$ cat src/rtl/bcd_stopwatch_ctrl.sv
`default_nettype none
// ============================================================================
// Module   : bcd_stopwatch_ctrl
// Purpose  : Run/stop sequencer for a cascaded chain of decade digit counters.
//            A prescaler turns clk into count ticks while running. The ticks
//            drive a ripple-carry chain of mod-10 digits. Start/stop/clear are
//            handled by a four-state FSM. Lap snapshots of the count and a
//            sticky terminal-count flag are also provided.
// Ports    : clk, rst       - clock / asynchronous active-high reset
//            start, stop    - level commands: enter RUN / pause RUN
//            clear          - zero everything, return to IDLE
//            lap            - snapshot the live count into lap_bcd
//            bcd            - live packed BCD count (digit 0 in [3:0])
//            lap_bcd        - last snapshot
//            lap_valid      - one-cycle pulse after each snapshot
//            running        - high while in RUN
//            overflow       - sticky terminal-count flag
// Revision : 1.0 - initial release
// ============================================================================
module bcd_stopwatch_ctrl #(
    parameter int DIGITS   = 4,
    parameter int PRESCALE = 10,
    parameter int WRAP     = 0
) (
    input  logic                  clk,
    input  logic                  rst,
    input  logic                  start,
    input  logic                  stop,
    input  logic                  clear,
    input  logic                  lap,
    output logic [4*DIGITS-1:0]   bcd,
    output logic [4*DIGITS-1:0]   lap_bcd,
    output logic                  lap_valid,
    output logic                  running,
    output logic                  overflow
);

    localparam int            BW      = 4 * DIGITS;
    localparam int            PW      = (PRESCALE > 1) ? $clog2(PRESCALE) : 1;
    localparam logic [PW-1:0] PS_LAST = PW'(PRESCALE - 1);

    typedef enum logic [1:0] {
        ST_IDLE     = 2'd0,
        ST_RUN      = 2'd1,
        ST_PAUSED   = 2'd2,
        ST_OVERFLOW = 2'd3
    } state_t;

    state_t         state_q,     state_d;
    logic [PW-1:0]  presc_q,     presc_d;
    logic [BW-1:0]  bcd_q,       bcd_d;
    logic [BW-1:0]  lap_bcd_q,   lap_bcd_d;
    logic           lap_valid_q, lap_valid_d;
    logic           running_q,   running_d;
    logic           overflow_q,  overflow_d;

    logic           count_en;
    logic           tick;
    logic           terminal;
    logic [DIGITS:0] carry;      // carry[i] = increment request into digit i
    logic [BW-1:0]  bcd_adv;     // chain value after one tick

    // Counting happens only in RUN on edges where neither clear nor stop
    // alters the state; start in RUN is a no-op and does not block counting.
    assign count_en = (state_q == ST_RUN) && !clear && !stop;
    assign tick     = count_en && (presc_q == PS_LAST);
    assign carry[0] = tick;
    assign terminal = carry[DIGITS];   // every digit was 9 on a tick

    generate
        for (genvar g = 0; g < DIGITS; g++) begin : g_digit
            logic [3:0] cur;
            logic       nine;
            assign cur          = bcd_q[4*g +: 4];
            assign nine         = (cur == 4'd9);
            assign carry[g+1]   = carry[g] & nine;
            assign bcd_adv[4*g +: 4] = !carry[g] ? cur :
                                       nine      ? 4'd0 : (cur + 4'd1);
        end
    endgenerate

    always_comb begin
        state_d     = state_q;
        presc_d     = presc_q;
        bcd_d       = bcd_q;
        lap_bcd_d   = lap_bcd_q;
        lap_valid_d = 1'b0;
        overflow_d  = overflow_q;

        // Snapshot uses the pre-update count; clear below overrides it.
        if (lap && (state_q != ST_IDLE)) begin
            lap_bcd_d   = bcd_q;
            lap_valid_d = 1'b1;
        end

        if (clear) begin
            state_d     = ST_IDLE;
            presc_d     = '0;
            bcd_d       = '0;
            lap_bcd_d   = '0;
            lap_valid_d = 1'b0;
            overflow_d  = 1'b0;
        end else if (stop) begin
            // stop outranks start in every state, even where stop is a no-op
            if (state_q == ST_RUN) begin
                state_d = ST_PAUSED;
            end
        end else if (start) begin
            if ((state_q == ST_IDLE) || (state_q == ST_PAUSED)) begin
                state_d = ST_RUN;
            end
        end

        if (count_en) begin
            presc_d = tick ? '0 : (presc_q + PW'(1));
            if (terminal) begin
                overflow_d = 1'b1;
                if (WRAP != 0) begin
                    bcd_d = bcd_adv;          // all digits rolled to 0
                end else begin
                    state_d = ST_OVERFLOW;    // hold at all nines
                end
            end else begin
                bcd_d = bcd_adv;
            end
        end

        running_d = (state_d == ST_RUN);
    end

    always_ff @(posedge clk or posedge rst) begin
        if (rst) begin
            state_q     <= ST_IDLE;
            presc_q     <= '0;
            bcd_q       <= '0;
            lap_bcd_q   <= '0;
            lap_valid_q <= 1'b0;
            running_q   <= 1'b0;
            overflow_q  <= 1'b0;
        end else begin
            state_q     <= state_d;
            presc_q     <= presc_d;
            bcd_q       <= bcd_d;
            lap_bcd_q   <= lap_bcd_d;
            lap_valid_q <= lap_valid_d;
            running_q   <= running_d;
            overflow_q  <= overflow_d;
        end
    end

    assign bcd       = bcd_q;
    assign lap_bcd   = lap_bcd_q;
    assign lap_valid = lap_valid_q;
    assign running   = running_q;
    assign overflow  = overflow_q;

endmodule
`default_nettype wire

$ cat config.mk
export PLATFORM = sky130hd
export DESIGN_NAME = bcd_stopwatch_ctrl
export DESIGN_NICKNAME = d
export VERILOG_FILES = /design/src/rtl/bcd_stopwatch_ctrl.sv
export SDC_FILE = /design/constraint.sdc
export NUM_CORES = 1
export LEC_CHECK = 0
export CAP_MARGIN = 20
export CORE_MARGIN = 2
export CORE_UTILIZATION = 44
export DETAILED_ROUTE_END_ITERATION = 10
export PLACE_DENSITY = 0.73
export REMOVE_ABC_BUFFERS = 1
export SLEW_MARGIN = 20
export SYNTH_ARGS = -nofsm -noshare
export SYNTH_HDL_FRONTEND = slang
export SYNTH_SLANG_ARGS = --single-unit
$ cat constraint.sdc
create_clock -name clk -period 2.02 [get_ports clk]
set_input_delay 0.303 -clock clk [delete_from_list [all_inputs] [get_ports clk]]
set_output_delay 0.303 -clock clk [all_outputs]
set_load 0.01 [all_outputs]
==> flow_summary.toml <==
[timing]
hold_viol_final = 0
final.setup.tns_ns = 0
skew_ns = 0.00211
layout_min_cycle_time_ns = 1.87
rsz0062_at_grt = "no"
period_share_pct = 92.7
fmax_mhz = 534
setup_viol = 0
slew_violations = 0
relSlewSlack_pct = 66.4
worstMarginPinSlew_ns = 0.504
whs_ns = 0.434

[route]
dr.pass1.iters = 4
totalWireLength_um = 4630
viasPerCell = 5.61
first_iter_violations = 147
num_vias = 1766
drc_errors = 0
ant_nets = 0
wire_per_inst_um = 14.7

[clocking]
cts-buffers-inserted = 5
root_buffer = "clkbuf_8"
clock_path_buffers = 2
clkTransAtPathRegs_ns = 0.07
h-tree-depth = 2
postCtsHoldBufs = 0
post_cts_buffers = 0
clock_latency_ns = 0.29
cts_tree = "built"
cts_sinks = 41
cts-resized-gates = 0

[power_and_ir_drop]
powerDensity_nw_per_um2 = 548
p_sw_uw = 323
power.leakage_uw = 0.00119
comb_power_share_pct = 5.6
power.internal_uw = 1220
power_uw = 1540
p_seq_share_pct = 53.7
p_sw_share_pct = 21.0
ir_drop_v = 0.000401
clkPwrFrac_pct = 40.7

[yosys]
synth-seq-cells = 41
ys.flop_type = "dfrtp_1"
synth_area_leaders = "dfrtp_1, a22o_1, o21ai_0, a21oi_1, nor2b_1"
synth_edf_count = 0
syn_area_per_cell_um2 = 10.4
synth_cell_type_count = 43
yosysWarnings = 0
yosys.area_share.simple_pct = 21.5
ys_seq_area_share_pct = 49.7
synth-xor-area-share_pct = 1.27
synth-compound-area-share_pct = 20.9
async_flop_share_pct = 100
synthCells = 199
muxShareOfSynthArea_pct = 1.58
synthAdderAreaFrac_pct = 1.21
synthesis.area_um2 = 2060
synth_largest_area_cell = "dfrtp_1"
synth_top_family_by_area = "simple AND/OR/NAND/NOR gates"
netlist.area_leader.share_pct = 49.7

[worst_setup_path]
r2r_slack_ns = 0.19
worstPathRequired_ns = 2.24
arrival_ns = 2.09
setup.worst_path.class = "in -> reg"
cp-start-kind = "primary input"
endpoint_kind = "flop"
crit_fanout = 19

[placement]
dp_hpwl_um = 3370
place_area_um2 = 2700
io_buffers = 40
routabilityCongestion = 0.763

[finish]
antennaDiodeCount = 0
design_area_um2 = 2810
most-common-layout-cells = "dfrtp_1, clkdlybuf4s50_1, buf_4"
area_growth_pct = 36.0
drive_gt1_share_pct = 17.5
layout_commonest_cell = "dfrtp_1"
final_nets = 271

[status]
status = "finished, final reports clean"

[floorplan]
ios = 41
core_area_um2 = 4440
dieArea_um2 = 5250
dieHeight_um = 72.5
start_util_pct = 46.4
num_rows = 24
fp.dieW_um = 72.5

[job]
maxCapViolCount = 0

[global_routing]
grt_max_degree = 42
grt.overflow.total = 0
grt_pass1_wl_um = 8000
grt_pass1_vias = 1748
antenna_found_initial = 0
grt_usage_pct = 19.3

[min_path]
hp-class = "in -> async"
==> cell families (layout without fill, tap and decap cells) <==
group,count (synthesis),in the layout
AO/OA/AOI/OAI,63,63
XOR/XNOR,3,3
multiplexers,3,3
AND/OR/NAND/NOR,67,67
adder cells (fa/ha/maj),2,2
flip-flops,41,41
buffers and inverters,20,84
==> flip-flops by register name, summed over array words and instances (netlist names) <==
signal and flops:
bcd 16, lap_bcd 16, state_q 2, overflow 1
running 1, lap_valid 1, presc_q 4
==> power by group through the flow <==
stage	clock network, uW	registers (uW)	logic (uW)
floorplan	0	844	37.4
global placement	0	843	84.3
detailed placement	0	843	85.5
CTS	639	827	85.7
global route	679	827	96.6
finish	627	827	85.5
==> metrics by stage <==
stage,setup slack [ns],std cells,utilization [%]
after global placement,-0.234,308,60.7
after detailed placement,-0.261,308,60.7
final,0.148,315,63.1
after floorplan,0.0800,188,-
after CTS,0.0631,315,63.0
after global routing,0.00316,315,63.1
==> Yosys cell counts, drive strengths merged (4+ instances only) <==
cell	number
a21oi	14
a22o	19
buf	4
clkbuf	7
dfrtp	41
inv	9
nand2	11
nand2b	4
nand3	5
nor2	10
nor2b	7
o21ai	15
o2bb2ai	4
==> critical path, stage by stage <==
cell	delay (ns)
clkdlybuf4s50_1	0.42
buf_4	0.21
nor4b_2	0.41
buf_4	0.18
nand2_1	0.06
or3_1	0.35
a21oi_1	0.15
==> per-layer routing <==
layer | GRT usage (%) | up-vias | wire length, um
met5 | 0 | - | 0
met2 | 31.6 | 45 | 2200
met4 | 8.23 | 0 | 90
li1 | - | 865 | -
met3 | 3.89 | 10 | 178
met1 | 25.0 | 846 | 2160
==> worst paths after layout <==
| path | startpoint | to | cells past startpoint |
|---|---|---|---|
| worst max register to register | presc_q[1]$_DFFE_PP0P_ | bcd[14]$_DFFE_PP0P_ | 6 |
| min in group clk | lap_bcd[12]$_DFFE_PP0P_ | lap_bcd[12]$_DFFE_PP0P_ | 1 |
| max in group asynchronous | rst | bcd[4]$_DFFE_PP0P_ | 3 |
| worst min-delay path | rst | lap_bcd[10]$_DFFE_PP0P_ | 3 |
| worst min register to register | lap_bcd[12]$_DFFE_PP0P_ | lap_bcd[12]$_DFFE_PP0P_ | 1 |
| worst max-delay path | clear | bcd[0]$_DFFE_PP0P_ | 7 |
==> final cells by class <==
| type | count | area [um^2] |
|---|---|---|
| clock buffer | 5 | 68.8 |
| fill | 380 | 1640 |
| multi-input combinational | 138 | 966 |
| tap | 52 | 65.1 |
| inverter | 9 | 33.8 |
| clock inverter | 2 | 35.0 |
| timing repair buffer | 68 | 611 |
| sequential | 41 | 1030 |
No activity file was read; power rests on OpenSTA's default activity.
